[src/rtl/seq_divider_if.sv]
// seq_divider_if: start/busy/done bus of the sequential divider.
// master drives start and operands; slave returns status and results.
interface seq_divider_if #(
  parameter int WIDTH = 3
);
  logic             start;
  logic [WIDTH-1:0] dividend;
  logic [WIDTH-1:0] divisor;
  logic             busy;
  logic             done;
  logic [WIDTH-1:0] quotient;
  logic [WIDTH-1:0] remainder;
  logic             div_by_zero;

  modport master (
    output start, dividend, divisor,
    input  busy, done, quotient,
    input  remainder, div_by_zero
  );

  modport slave (
    input  start, dividend, divisor,
    output busy, done, quotient,
    output remainder, div_by_zero
  );
endinterface

[src/rtl/seq_divider.sv]
// seq_divider: restoring shift-subtract divider, one quotient bit per clk.
// Ports: clk, rst (sync, active-high), bus (seq_divider_if.slave):
//   start/dividend/divisor in; busy/done/quotient/remainder/div_by_zero out.
// Define SEQ_DIVIDER_SIGNED_EN for two's complement operands.
module seq_divider #(
  parameter int WIDTH = 3
) (
  input  logic          clk,
  input  logic          rst,
  seq_divider_if.slave  bus
);

  localparam int CW = $clog2(WIDTH + 1);

  typedef enum logic [1:0] {
    IDLE,
    RUN,
    DONE
  } state_t;

  state_t           state;
  logic [CW-1:0]    count;
  logic [WIDTH-1:0] rem;
  logic [WIDTH-1:0] dvd;
  logic [WIDTH-1:0] dsr;

  logic [WIDTH-1:0] a_mag;
  logic [WIDTH-1:0] b_mag;
  logic [WIDTH:0]   shl;
  logic [WIDTH:0]   trial;
  logic [WIDTH-1:0] rem_nx;
  logic [WIDTH-1:0] dvd_nx;
  logic [WIDTH-1:0] q_out;
  logic [WIDTH-1:0] r_out;

`ifdef SEQ_DIVIDER_SIGNED_EN
  logic q_neg;
  logic r_neg;

  // Magnitude of most-negative fits as an unsigned WIDTH-bit value.
  assign a_mag = bus.dividend[WIDTH-1] ?
                 -bus.dividend : bus.dividend;
  assign b_mag = bus.divisor[WIDTH-1] ?
                 -bus.divisor : bus.divisor;
  assign q_out = q_neg ? -dvd_nx : dvd_nx;
  assign r_out = r_neg ? -rem_nx : rem_nx;
`else
  assign a_mag = bus.dividend;
  assign b_mag = bus.divisor;
  assign q_out = dvd_nx;
  assign r_out = rem_nx;
`endif

  // Stored remainder is always < divisor, so WIDTH bits suffice;
  // the shifted value needs one extra bit for the trial subtract.
  always_comb begin
    shl   = {rem, dvd[WIDTH-1]};
    trial = shl - {1'b0, dsr};
    if (!trial[WIDTH]) begin
      rem_nx = trial[WIDTH-1:0];
      dvd_nx = {dvd[WIDTH-2:0], 1'b1};
    end else begin
      rem_nx = shl[WIDTH-1:0];
      dvd_nx = {dvd[WIDTH-2:0], 1'b0};
    end
  end

  always_ff @(posedge clk) begin
    if (rst) begin
      state           <= IDLE;
      count           <= '0;
      rem             <= '0;
      dvd             <= '0;
      dsr             <= '0;
      bus.busy        <= 1'b0;
      bus.done        <= 1'b0;
      bus.quotient    <= '0;
      bus.remainder   <= '0;
      bus.div_by_zero <= 1'b0;
`ifdef SEQ_DIVIDER_SIGNED_EN
      q_neg           <= 1'b0;
      r_neg           <= 1'b0;
`endif
    end else begin
      bus.done <= 1'b0;
      unique case (state)
        IDLE, DONE: begin
          state    <= IDLE;
          bus.busy <= 1'b0;
          if (bus.start) begin
            if (bus.divisor == '0) begin
              state           <= DONE;
              bus.done        <= 1'b1;
              bus.quotient    <= '1;
              bus.remainder   <= bus.dividend;
              bus.div_by_zero <= 1'b1;
            end else begin
              state    <= RUN;
              bus.busy <= 1'b1;
              count    <= CW'(WIDTH);
              rem      <= '0;
              dvd      <= a_mag;
              dsr      <= b_mag;
`ifdef SEQ_DIVIDER_SIGNED_EN
              q_neg    <= bus.dividend[WIDTH-1] ^
                          bus.divisor[WIDTH-1];
              r_neg    <= bus.dividend[WIDTH-1];
`endif
            end
          end
        end
        RUN: begin
          rem   <= rem_nx;
          dvd   <= dvd_nx;
          count <= count - CW'(1);
          if (count == CW'(1)) begin
            state           <= DONE;
            bus.busy        <= 1'b0;
            bus.done        <= 1'b1;
            bus.quotient    <= q_out;
            bus.remainder   <= r_out;
            bus.div_by_zero <= 1'b0;
          end
        end
        default: begin
          state    <= IDLE;
          bus.busy <= 1'b0;
        end
      endcase
    end
  end

endmodule
[src/flat_wrapper.sv]
// flat-port wrapper written by rule: the top's interface ports become plain ports
module seq_divider_flat 
#(
  parameter int WIDTH = 3
)
  (clk, rst, bus_start, bus_dividend, bus_divisor, bus_busy, bus_done, bus_quotient, bus_remainder, bus_div_by_zero);
  seq_divider_if #(.WIDTH(WIDTH)) bus_i ();
  input  logic clk;
  input  logic rst;
  input wire logic [$bits(bus_i.start)-1:0] bus_start;
  input wire logic [$bits(bus_i.dividend)-1:0] bus_dividend;
  input wire logic [$bits(bus_i.divisor)-1:0] bus_divisor;
  output wire logic [$bits(bus_i.busy)-1:0] bus_busy;
  output wire logic [$bits(bus_i.done)-1:0] bus_done;
  output wire logic [$bits(bus_i.quotient)-1:0] bus_quotient;
  output wire logic [$bits(bus_i.remainder)-1:0] bus_remainder;
  output wire logic [$bits(bus_i.div_by_zero)-1:0] bus_div_by_zero;
  assign bus_i.start = bus_start;
  assign bus_i.dividend = bus_dividend;
  assign bus_i.divisor = bus_divisor;
  assign bus_busy = bus_i.busy;
  assign bus_done = bus_i.done;
  assign bus_quotient = bus_i.quotient;
  assign bus_remainder = bus_i.remainder;
  assign bus_div_by_zero = bus_i.div_by_zero;
  seq_divider #(.WIDTH(WIDTH)) u_core (.clk(clk), .rst(rst), .bus(bus_i));
endmodule
[config.mk]
export PLATFORM = sky130hd
export DESIGN_NAME = seq_divider_flat
export DESIGN_NICKNAME = d
export VERILOG_FILES = /design/src/rtl/seq_divider_if.sv /design/src/rtl/seq_divider.sv /design/src/flat_wrapper.sv
export SDC_FILE = /design/constraint.sdc
export NUM_CORES = 1
export LEC_CHECK = 0
export ABC_CLOCK_PERIOD_IN_PS = 2000
export BUFFER_PORTS_ARGS = -buffer_cell sky130_fd_sc_hd__clkbuf_2
export CAP_MARGIN = 20
export CORE_ASPECT_RATIO = 1.75
export CORE_MARGIN = 2
export CORE_UTILIZATION = 49
export CTS_CLUSTER_DIAMETER = 30
export CTS_CLUSTER_SIZE = 28
export DETAILED_ROUTE_END_ITERATION = 16
export GPL_ROUTABILITY_DRIVEN = 1
export PLACE_DENSITY = 0.75
export SLEW_MARGIN = 30
export SYNTH_ARGS = -nofsm -noshare
export SYNTH_HDL_FRONTEND = slang
export SYNTH_SLANG_ARGS = --single-unit
export TNS_END_PERCENT = 5
[constraint.sdc]
create_clock -name clk -period 2 [get_ports clk]
set_input_delay 0.2 -clock clk [delete_from_list [all_inputs] [get_ports clk]]
set_output_delay 0.2 -clock clk [all_outputs]
set_load 0.05 [all_outputs]
; ---- Word level (Yosys, flattened, before mapping)
; Cells that the tools add are included.
[totals]
reg_bits = 22
input_bits = 9
output_inout_bits = 9
word_cells = 61
[op_classes]
addsub = 2
n_eq_ne = 7
muxes = 34
n_bitwise = 1
n_reduce_logical = 7
[op_table]
columns = operator, count
row1 = $mux 3, 11
row2 = $pmux 3 s2, 4
row3 = $mux 2, 5
row4 = $mux 1, 9
row5 = $pmux 2 s2, 2
row6 = $pmux 1 s2, 3
row7 = $reduce_and 3->1, 2
row8 = $eq 2x1->1 const B, 2
row9 = $ne 2x1->1 const B, 2
row10 = $ne 2x2->1 const B, 2
row11 = $reduce_and 4->1, 1
row12 = $sub 4x3->4, 1
row13 = $logic_not 3->1, 1
row14 = $eq 2x2->1 const B, 1
row15 = $logic_not 2->1, 1
row16 = $reduce_bool 2->1, 1
row17 = $reduce_or 2->1, 1
row18 = $sub 2x1->2 const B, 1
row19 = $not 1->1, 1

; ---- Logic depth before layout (Yosys ltp)
; Gate-level depths: netlist (run 1).
[logic_depth]
depth_word = 4
ltp_mapped = 7
ltp_nobuf = 7

; ---- Worst setup path after synthesis (run 1)
; No wires, ideal clock.
[synth_path]
path_type = register to register
start = register u_core.dvd[2]
end = register u_core.bus.remainder[1]
arrival_ps = 1828
t_required_ps = 1909
setup_slack_ps = 81
stages_incl_launch_ff = 8
cell_sequence = dfxtp_1 inv_1 ha_1 fa_1 or2_2 a221oi_1 nor3_1 a311oi_1
[synth_via]
elab_chain_cells = 4
[synth_lines]
columns = item, line_no
row1 = from (decl), seq_divider.sv:24  ; logic [WIDTH-1:0] dvd;
row2 = from (signal assigned), seq_divider.sv:102  ; dvd <= a_mag;
row3 = from (signal assigned), seq_divider.sv:114  ; dvd <= dvd_nx;
row4 = $sub 4x3->4, seq_divider.sv:58  ; trial = shl - {1'b0, dsr};
row5 = $mux 3, seq_divider.sv:59  ; if (!trial[WIDTH]) begin
row6 = $mux 3, seq_divider.sv:116  ; if (count == CW'(1)) begin
row7 = $pmux 3 s2, seq_divider.sv:86  ; unique case (state)
row8 = to (signal assigned), seq_divider.sv:95  ; bus.remainder <= bus.dividend;
row9 = to (signal assigned), seq_divider.sv:121  ; bus.remainder <= r_out;
row10 = to (decl), seq_divider_if.sv:24  ; output remainder, div_by_zero
; Every way passes these cells. The select of a mux whose other input is x is not followed.
; A chain may end at the register's enable or synchronous reset.

; ---- Final worst setup path (run 1)
; Same ends and word-level chain as after synthesis.

==> impl_metrics.tcl, run 1 <==
set metrics [dict create \
    outcome "complete, no violations" \
    setup.worst_path.end_class "register" \
    cp_top_family "adder cells" \
    cts.sinks 22 \
    io_pins 18 \
    p_total_mw 1.140 \
    critical_path.max_stage_delay_ps 460 \
    upper_clock_frequency_limit_mhz 519.1 \
    detailedPlacementHpwl_um 1872 \
    final_net_count 166 \
    worst_hold_check_path_type "in -> reg" \
    ir_drop_mv 0.4649 \
    vias_in_the_first_global_route 910 \
    worstPathArrival_ps 2170 \
    core_area_mm2 0.002120 \
    timing.critical_path.cells "inv_2 -> ha_4 -> fa_1 -> or2_4 -> a221oi_2 -> nor3_2 -> a311oi_1" \
    r2r_slack_ps 70 \
    timing.critical_path.fanout_max 3 \
    setup.worst_path.start_class "register" \
    share_of_cells_above_drive_strength_1_pct 23.84 \
    cts.root.buffer_cell "sky130_fd_sc_hd__clkbuf_4" \
    maximum_number_of_pins_on_one_net_before_global_route_repair 23 \
    chipWidth_um 40.10 \
    worst-path-stages 7 \
    placement.io_buffers 17 \
    gr-usage-all-layers_pct 21.61 \
    vias_after_detailed_routing 995 \
    tightestPinTransition_ps 497.1 \
    instances_no_fill 175 \
    holdCritStartpoint "bus_divisor[2]" \
    report.final.setup_viol 0 \
    synthXorXnorAreaFrac_pct 1.568 \
    fraction_of_the_mapped_netlist_area_in_compound_gates_pct 18.70 \
    hold_depth 3 \
    synth_fa_ha_area_share_pct 6.271 \
    tritoncts.num_buffers 3 \
    yosys-mux-area-fraction_pct 0 \
    critPathSlowestCell "sky130_fd_sc_hd__fa_1" \
    postCtsSetupRepairBufs 0 \
    die_height_um 67.17 \
    largest_family_of_logic_cells_by_synthesized_area "simple AND/OR/NAND/NOR gates" \
    synth_warnings 0 \
    num_antenna_cells 0 \
    post_synth_and_or_nand_nor_area_fraction_pct 29.00 \
    reg_to_reg_end "u_core.bus.remainder[1]" \
    die_area_mm2 0.002693 \
    drt-initial-drc-count 32 \
    slew_violations 0 \
    routed_wire_length_per_instance_um 14.33 \
    placedInstanceArea_mm2 0.001225 \
    drtAntennaViolNets 0 \
    synth_top_area_share_pct 39.42 \
    synth.yosys.seq_area_share_pct 39.42 \
    layout_overhead_on_the_synthesized_area_pct 17.36 \
    syn_area_per_cell_um2 8.401 \
    routed_via_density 5.686 \
    r2r_worst_path_depth 7 \
    clkTransAtPathRegs_ps 130 \
    ys_types 34 \
    synth_largest_area_cell "sky130_fd_sc_hd__dfxtp_1" \
    number_of_maximum_capacitance_violations 0 \
    fin_util_pct 61.87 \
    synth_top_cells_by_area "sky130_fd_sc_hd__dfxtp_1 (39%), sky130_fd_sc_hd__nor2_1 (6.0%), sky130_fd_sc_hd__a311oi_1 (5.5%), sky130_fd_sc_hd__nand2_1 (5.4%), sky130_fd_sc_hd__ha_1 (4.5%)" \
    placed_cells_incl_taps 171 \
    synth_cells 133 \
    worst_setup_path_type "reg -> reg" \
    antenna_found_initial 0 \
    start_util_pct 52.72 \
    timing.clock.skew_ps 7.525 \
    final_design_area_no_fill_mm2 0.001311 \
    worst-endpoint-required_ps 2240 \
    drc_markers 0 \
    r2r-start "u_core.dvd[2]" \
    synthesis.nets 147 \
    cts_tree "built" \
    period_minus_slack_ps 1926 \
    cts.htree.levels 1 \
    wl_um 2507 \
    post-route-period-util_pct 96.32 \
    routabilityCongestion 0.8709 \
    grt.overflow.total 0 \
    hold_viol 0 \
    pleak_nw 0.5190 \
    drt_pass1_iterations 4 \
    placement_rows 22 \
    clk_path_buf_depth 2 \
    cellPowerDensity_mw_per_mm2 869.0 \
    holdPathEnd "u_core.dsr[2]" \
    clock_insertion_delay_worst_skew_ps 320 \
    critPathBufInv 1 \
    mappedNetlistArea_mm2 0.001117 \
    worst_slew_margin_rel_pct 66.86 \
    grt_pass1_wl_um 3974 \
    synth_seq_cells 22 \
]
-- cell families (layout without fill, tap and decap cells) --
group,count (synthesis),in the layout
AOI/OAI and AO/OA,27,27
xor gates and xnor gates,2,2
adders and majority gates,5,5
buffers and inverters,12,30
DFF,22,22
and+or+nand+nor,65,65
-- per-layer routing --
layer	vias to the layer above	track usage (%)	routed length (um)
met4	0	10.78	55
met1	456	23.81	985
met2	26	37.70	1386
met5	-	0	0
li1	507	-	-
met3	6	2.961	81
-- report_power, final --
group	switching, mW	total [mW]	internal [mW]
clock network	0.142	0.345	0.203
logic	0.186	0.292	0.106
registers	0.0272	0.503	0.476
total	0.356	1.14	0.784
-- repair_timing --
| action | in CTS | in global routing |
|---|---|---|
| gates resized for setup | 0 | 8 |
| hold buffers | 0 | 0 |
| endpoints found under the setup margin | 0 | 2 |
| hold endpoints to repair | 0 | 0 |
-- cell usage in the layout, fill, tap and decap left out, drive strengths merged --
master and instances:
dfxtp 22, clkbuf 20, nor2 18, nand2 16
a311oi 7, nand2b 6, nor3 6, a21oi 6
nor2b 5, inv 5, a211oi 4, buf 4
nor4 4, ha 4, a22oi 2, nand3b 2
and3 2, o21ai 2, or2 2, a221oi 2
or3 1, and2 1, xor2 1, nand4 1
o31a 1, a31oi 1, and3b 1, a21o 1
xnor2 1, a21boi 1, fa 1, bufinv 1
-- Yosys cell counts --
| master | n |
|---|---|
| sky130_fd_sc_hd__a21oi_1 | 5 |
| sky130_fd_sc_hd__and3b_1 | 1 |
| sky130_fd_sc_hd__a21boi_0 | 1 |
| sky130_fd_sc_hd__a22oi_1 | 2 |
| sky130_fd_sc_hd__nand3b_1 | 2 |
| sky130_fd_sc_hd__nand4_1 | 1 |
| sky130_fd_sc_hd__nor3_1 | 6 |
| sky130_fd_sc_hd__clkbuf_1 | 3 |
| sky130_fd_sc_hd__ha_1 | 4 |
| sky130_fd_sc_hd__or2_2 | 2 |
| sky130_fd_sc_hd__buf_6 | 1 |
| sky130_fd_sc_hd__dfxtp_1 | 22 |
| sky130_fd_sc_hd__or3_4 | 1 |
| sky130_fd_sc_hd__o31a_1 | 1 |
| sky130_fd_sc_hd__nor2b_1 | 5 |
| sky130_fd_sc_hd__and2_1 | 1 |
| sky130_fd_sc_hd__a221oi_1 | 2 |
| sky130_fd_sc_hd__xor2_1 | 1 |
| sky130_fd_sc_hd__a311oi_1 | 7 |
| sky130_fd_sc_hd__nand2_1 | 16 |
| sky130_fd_sc_hd__a21o_1 | 1 |
| sky130_fd_sc_hd__nor2_1 | 18 |
| sky130_fd_sc_hd__a21oi_2 | 1 |
| sky130_fd_sc_hd__nand2b_1 | 6 |
| sky130_fd_sc_hd__o21ai_4 | 1 |
| sky130_fd_sc_hd__buf_2 | 3 |
| sky130_fd_sc_hd__and3_1 | 2 |
| sky130_fd_sc_hd__xnor2_1 | 1 |
| sky130_fd_sc_hd__inv_1 | 5 |
| sky130_fd_sc_hd__nor4_1 | 4 |
| sky130_fd_sc_hd__fa_1 | 1 |
| sky130_fd_sc_hd__a31oi_1 | 1 |
| sky130_fd_sc_hd__a211oi_1 | 4 |
| sky130_fd_sc_hd__o21ai_0 | 1 |
-- metrics by stage --
step	hold WS (ps)	setup TNS, ps	setup slack (ps)
finish	114.1	0	73.60
global route	122.8	-16.56	-16.56
CTS	109.4	0	2.054
detailed placement	450.0	0	19.66
global placement	440.8	0	51.16
floorplan	271.6	0	80.91
-- worst max-delay path by stage --
stage	from	endpoint	slack [ps]
final	u_core.dvd[2]	u_core.bus.remainder[1]	70
after global routing	u_core.dvd[2]	u_core.bus.remainder[1]	-20
after global placement	u_core.dvd[2]	u_core.bus.remainder[1]	50
after CTS	u_core.dvd[2]	u_core.bus.remainder[1]	2
after detailed placement	u_core.dvd[2]	u_core.bus.remainder[1]	20
after floorplan	u_core.dvd[2]	u_core.bus.remainder[1]	80
-- layout make-up --
cell class / count / area, um2
Multi-Input combinational cell: 99 / 653.1
Tap cell: 24 / 30.03
Timing Repair Buffer: 21 / 115.1
Clock buffer: 3 / 22.52
Inverter: 5 / 18.77
Clock inverter: 1 / 30.03
Fill cell: 183 / 808.3
Sequential cell: 22 / 441.7
-- tightest hold or removal path, cell delays in order --
cell and delay, ps:
sky130_fd_sc_hd__clkbuf_2 90, sky130_fd_sc_hd__nand2_1 50, sky130_fd_sc_hd__a21oi_1 50
-- state kept, by name (all words and copies together) (netlist names) --
register,count
u_core.count,2
u_core.rem,3
u_core.dsr,3
u_core.bus.busy,1
u_core.bus.div_by_zero,1
u_core.bus.quotient,3
u_core.state,2
u_core.bus.remainder,3
u_core.bus.done,1
u_core.dvd,3
Note: power is estimated with default switching activity, not from simulation.
==> run 2, diff against run 1 <==
--- a/config.mk
+++ b/config.mk
@@ -16,7 +16,8 @@
 export DETAILED_ROUTE_END_ITERATION = 16
 export GPL_ROUTABILITY_DRIVEN = 1
 export PLACE_DENSITY = 0.75
-export SLEW_MARGIN = 30
+export RECOVER_POWER = 50
+export SLEW_MARGIN = 20
 export SYNTH_ARGS = -nofsm -noshare
 export SYNTH_HDL_FRONTEND = slang
 export SYNTH_SLANG_ARGS = --single-unit
==> impl_metrics.tcl, run 2 (same netlist as run 1, synthesis figures left out) <==
set metrics [dict create \
    outcome "complete, no violations" \
    total_area_of_multi_input_combinational_cells_um2 641.9 \
    drt_pass1_iterations 4 \
    met3RoutedLength_um 70 \
    top_layer_in_use "met4" \
    final.fill_count 195 \
    cts_tree "built" \
    critPathSlowestCell "sky130_fd_sc_hd__fa_1" \
    period_minus_slack_ps 1922 \
    met2RoutedLength_um 1371 \
    io_pins 18 \
    cp_top_family "adder cells" \
    maximum_number_of_pins_on_one_net_before_global_route_repair 23 \
    final.setup.worst_slack_ps 77.61 \
    start_util_pct 52.72 \
    report.final.setup_viol 0 \
    core_area_mm2 0.002120 \
    timing.critical_path.cells "inv_2 -> ha_4 -> fa_1 -> or2_4 -> a221oi_2 -> nor3_2 -> a311oi_1" \
    layout_overhead_on_the_synthesized_area_pct 15.01 \
    gr-usage-all-layers_pct 21.61 \
    number_of_maximum_capacitance_violations 0 \
    dp_slack_ps 19.66 \
    final_common_cell "sky130_fd_sc_hd__dfxtp_1" \
    setup.worst_path.end_class "register" \
    drtAntennaViolNets 0 \
    tritoncts.num_buffers 3 \
    critical_path.max_stage_delay_ps 460 \
    p_total_mw 1.132 \
    final_net_count 166 \
    wirelength_met1_um 1024 \
    tightestPinTransition_ps 725.0 \
    area.sequential_um2 441.7 \
    vias_after_detailed_routing 977 \
    setup.worst_path.start_class "register" \
    placement.io_buffers 17 \
    routed_via_density 5.583 \
    grt_pass1_wl_um 3974 \
    cts.root.buffer_cell "sky130_fd_sc_hd__clkbuf_4" \
    clk_path_buf_depth 2 \
    worst_slew_margin_rel_pct 51.34 \
    final_design_area_no_fill_mm2 0.001285 \
    num_antenna_cells 0 \
    routed_wire_length_per_instance_um 14.44 \
    timing.clock.skew_ps 7.889 \
    worst_setup_path_type "reg -> reg" \
    worst_hold_check_path_type "in -> reg" \
    upper_clock_frequency_limit_mhz 520.2 \
    hold_viol 0 \
    share_of_cells_above_drive_strength_1_pct 16.56 \
    final.setup.tns_ps 0 \
    vias_in_the_first_global_route 910 \
    cts.sinks 22 \
    ir_drop_mv 0.4647 \
    clock_insertion_delay_worst_skew_ps 320 \
    worstPathArrival_ps 2160 \
    worst-endpoint-required_ps 2240 \
    routabilityCongestion 0.8709 \
    pleak_nw 0.4824 \
    instances_no_fill 175 \
    chipWidth_um 40.10 \
    grt.overflow.total 0 \
    drt-initial-drc-count 37 \
    die_area_mm2 0.002693 \
    clkTransAtPathRegs_ps 130 \
    drc_markers 0 \
    cts_hold_repair.buffers 0 \
    cts.htree.levels 1 \
    slew_violations 0 \
    fin_hold_ws_ps 112.6 \
    placed_cells_incl_taps 171 \
    die_height_um 67.17 \
    critPathBufInv 1 \
    placement_rows 22 \
    fin_util_pct 60.63 \
    cellPowerDensity_mw_per_mm2 881.1 \
    layout.cells.most_common_list "sky130_fd_sc_hd__dfxtp_1 (21), sky130_fd_sc_hd__nor2_1 (18), sky130_fd_sc_hd__nand2_1 (16)" \
    wl_um 2527 \
    timing.critical_path.fanout_max 3 \
    antenna_found_initial 0 \
    post-route-period-util_pct 96.12 \
    detailedPlacementHpwl_um 1872 \
    placedInstanceArea_mm2 0.001225 \
]
==> run 2: path summary, 6_finish.rpt <==
kind,startpoint,endpoint,cells after the start,slack (ps)
max,u_core.dvd[2],u_core.bus.remainder[1],7,80
min,bus_divisor[2],u_core.dsr[2],3,110
max reg2reg,u_core.dvd[2],u_core.bus.remainder[1],7,80
min reg2reg,u_core.dsr[2],u_core.dsr[2],2,470
==> run 2: cell type report <==
type,instances,area share [%]
clock buffer,3,1.753
clock inverter,1,2.337
inverter,5,1.461
multi-input combinational,99,49.95
sequential,22,34.37
tap,24,2.337
timing repair buffer,21,7.790
==> run 2: layer usage <==
metal  global-route usage (%)  vias up
met5                        0        -
met4                    10.78        0
met3                    2.961        7
met2                    37.70       20
met1                    23.81      445
li1                         -      505
==> run 2: power breakdown <==
| part | internal (mW) | leakage (nW) | total, mW | switching, mW |
|---|---|---|---|---|
| sequential | 0.476 | 0.181 | 0.502 | 0.0268 |
| combinational | 0.0994 | 0.274 | 0.284 | 0.185 |
| clock | 0.203 | 0.0279 | 0.346 | 0.143 |
| total | 0.778 | 0.482 | 1.13 | 0.355 |
==> run 2: worst reg2reg max path, stage by stage (launching register included) <==
cell                       delay (ps)
sky130_fd_sc_hd__dfxtp_2          360
sky130_fd_sc_hd__inv_2             40
sky130_fd_sc_hd__ha_4             160
sky130_fd_sc_hd__fa_1             460
sky130_fd_sc_hd__or2_4            240
sky130_fd_sc_hd__a221oi_2         270
sky130_fd_sc_hd__nor3_2            70
sky130_fd_sc_hd__a311oi_1         250
==> run 2: repair_timing <==
item,CTS,global route
setup endpoints to repair,0,2
gates resized for setup,0,8
setup buffers,0,0
==> run 3, diff against run 2 <==
--- a/config.mk
+++ b/config.mk
@@ -5,17 +5,16 @@
 export SDC_FILE = /design/constraint.sdc
 export NUM_CORES = 1
 export LEC_CHECK = 0
-export ABC_CLOCK_PERIOD_IN_PS = 2000
+export ABC_CLOCK_PERIOD_IN_PS = 1800
 export BUFFER_PORTS_ARGS = -buffer_cell sky130_fd_sc_hd__clkbuf_2
 export CAP_MARGIN = 20
-export CORE_ASPECT_RATIO = 1.75
 export CORE_MARGIN = 2
-export CORE_UTILIZATION = 49
+export CORE_UTILIZATION = 54
 export CTS_CLUSTER_DIAMETER = 30
 export CTS_CLUSTER_SIZE = 28
 export DETAILED_ROUTE_END_ITERATION = 16
 export GPL_ROUTABILITY_DRIVEN = 1
-export PLACE_DENSITY = 0.75
+export PLACE_DENSITY = 0.79
 export RECOVER_POWER = 50
 export SLEW_MARGIN = 20
 export SYNTH_ARGS = -nofsm -noshare
==> constraint.sdc (replaced) <==
create_clock -name clk -period 1.8 [get_ports clk]
set_input_delay 0.18 -clock clk [delete_from_list [all_inputs] [get_ports clk]]
set_output_delay 0.18 -clock clk [all_outputs]
set_load 0.05 [all_outputs]
==> impl_metrics.tcl, run 3 (same netlist as run 1, synthesis figures left out) <==
set metrics [dict create \
    cts.sinks 22 \
    cellPowerDensity_mw_per_mm2 848.1 \
    drt-initial-drc-count 33 \
    slew_violations 0 \
    tritoncts.num_buffers 3 \
    worst-endpoint-required_ps 2020 \
    final.setup.worst_slack_ps -155.8 \
    drc_markers 0 \
    grt_pass1_wl_um 4140 \
    grt.overflow.total 0 \
    report.final.setup_viol 2 \
    placed_cells_incl_taps 176 \
    core_area_mm2 0.001962 \
    layout.cells.most_common_list "sky130_fd_sc_hd__dfxtp_1 (20), sky130_fd_sc_hd__nor2_1 (18), sky130_fd_sc_hd__nand2_1 (16)" \
    grt_setup_unrepaired "true" \
    cts_hold_repair.buffers 0 \
    maximum_number_of_pins_on_one_net_before_global_route_repair 23 \
    cts_tree "built" \
    worstPathArrival_ps 2170 \
    upper_clock_frequency_limit_mhz 511.3 \
    vias_in_the_first_global_route 962 \
    detailedPlacementHpwl_um 1865 \
    num_antenna_cells 0 \
    cts.htree.levels 1 \
    outcome "complete, but fails checks" \
    die_height_um 49.49 \
    start_util_pct 56.95 \
    placement.io_buffers 17 \
    final_common_cell "sky130_fd_sc_hd__dfxtp_1" \
    period_minus_slack_ps 1956 \
    worst_setup_path_type "reg -> reg" \
    timing.critical_path.fanout_max 3 \
    instances_no_fill 181 \
    routed_wire_length_per_instance_um 13.98 \
    clkTransAtPathRegs_ps 120 \
    dp_slack_ps -60.41 \
    worst_slew_margin_rel_pct 58.79 \
    clock_insertion_delay_worst_skew_ps 300 \
    wl_um 2531 \
    drtAntennaViolNets 0 \
    drt_pass1_iterations 4 \
    fin_util_pct 66.96 \
    tightestPinTransition_ps 620.8 \
    final_net_count 170 \
    setup.worst_path.end_class "register" \
    die_area_mm2 0.002449 \
    gr-usage-all-layers_pct 21.70 \
    ir_drop_mv 0.5225 \
    layout_overhead_on_the_synthesized_area_pct 17.58 \
    setup.worst_path.start_class "register" \
    worst_hold_check_path_type "in -> reg" \
    hold_viol 0 \
    share_of_cells_above_drive_strength_1_pct 20.13 \
    post-route-period-util_pct 108.7 \
    number_of_maximum_capacitance_violations 0 \
    pleak_nw 0.4898 \
    routabilityCongestion 0.7564 \
    placement_rows 16 \
    chipWidth_um 49.49 \
    antenna_found_initial 0 \
    failed_checks "negative setup slack" \
    r2r_slack_ps -160 \
    cts.root.buffer_cell "sky130_fd_sc_hd__clkbuf_4" \
    clk_path_buf_depth 2 \
    routed_via_density 5.773 \
    timing.clock.skew_ps 8.635 \
    vias_after_detailed_routing 1045 \
    io_pins 18 \
]
==> run 3: cell count changes in the layout (fill, tap and decap cells not counted), sizes merged <==
cell,before,now
buf,3,7
bufinv,1,0
==> run 3: through the flow <==
stage          instance area [um2]  power [mW]  hold slack, ps  TNS (ps)
6_report                      1314       1.114           105.9    -300.4
3_3_place_gp                  1254      0.8754           417.1         0
4_1_cts                       1289       1.102           112.3    -80.72
5_1_grt                       1314       1.174           146.6    -694.0
3_5_place_dp                  1254      0.8857           440.8    -60.41
2_1_floorplan                 1127      0.8034           251.6         0
==> run 3: worst paths after layout <==
check             cells after the start      startpoint                      end
setup / recovery                      7   u_core.dvd[2]  u_core.bus.remainder[1]
hold / removal                        3  bus_divisor[2]            u_core.dsr[2]
hold reg to reg                       2   u_core.dsr[2]            u_core.dsr[2]
setup reg to reg                      7   u_core.dvd[2]  u_core.bus.remainder[1]
==> run 3: cell type report <==
| cell class | instances | area, um2 |
|---|---|---|
| inverters | 5 | 18.77 |
| well taps | 27 | 33.78 |
| flip-flops and latches | 22 | 442.9 |
| multi-input cells | 99 | 665.6 |
| fillers | 203 | 648.1 |
| clock buffers | 3 | 22.52 |
| repair buffers | 25 | 130.1 |
==> run 3: layer usage <==
layer	global-route usage, %	vias to the layer above	share of wire (%)
met5	0	-	0
met4	7.407	0	2.4
met3	3.030	8	4.4
met2	37.16	35	48
met1	28.02	482	46
li1	-	520	-
==> run 3: where the power goes <==
| group | total [mW] | internal (mW) | switching, mW |
|---|---|---|---|
| Sequential | 0.560 | 0.529 | 0.0315 |
| Combinational | 0.335 | 0.125 | 0.210 |
| Clock | 0.219 | 0.0781 | 0.141 |
| Total | 1.11 | 0.731 | 0.383 |
==> run 3: worst max-delay path, stage by stage, from the launching register on <==
cell and delay [ps]:
sky130_fd_sc_hd__dfxtp_2 360, sky130_fd_sc_hd__inv_2 40, sky130_fd_sc_hd__ha_4 150, sky130_fd_sc_hd__fa_1 450, sky130_fd_sc_hd__or2_4 240, sky130_fd_sc_hd__a221oi_2 260
sky130_fd_sc_hd__nor3_2 90, sky130_fd_sc_hd__a311oi_1 260
==> run 3: timing repair <==
action / 4_1_cts / 5_1_grt
endpoints found under the setup margin: 3 / 5
buffers inserted: 0 / 2
gates resized for setup: 1 / 6
pin swaps: 0 / 4
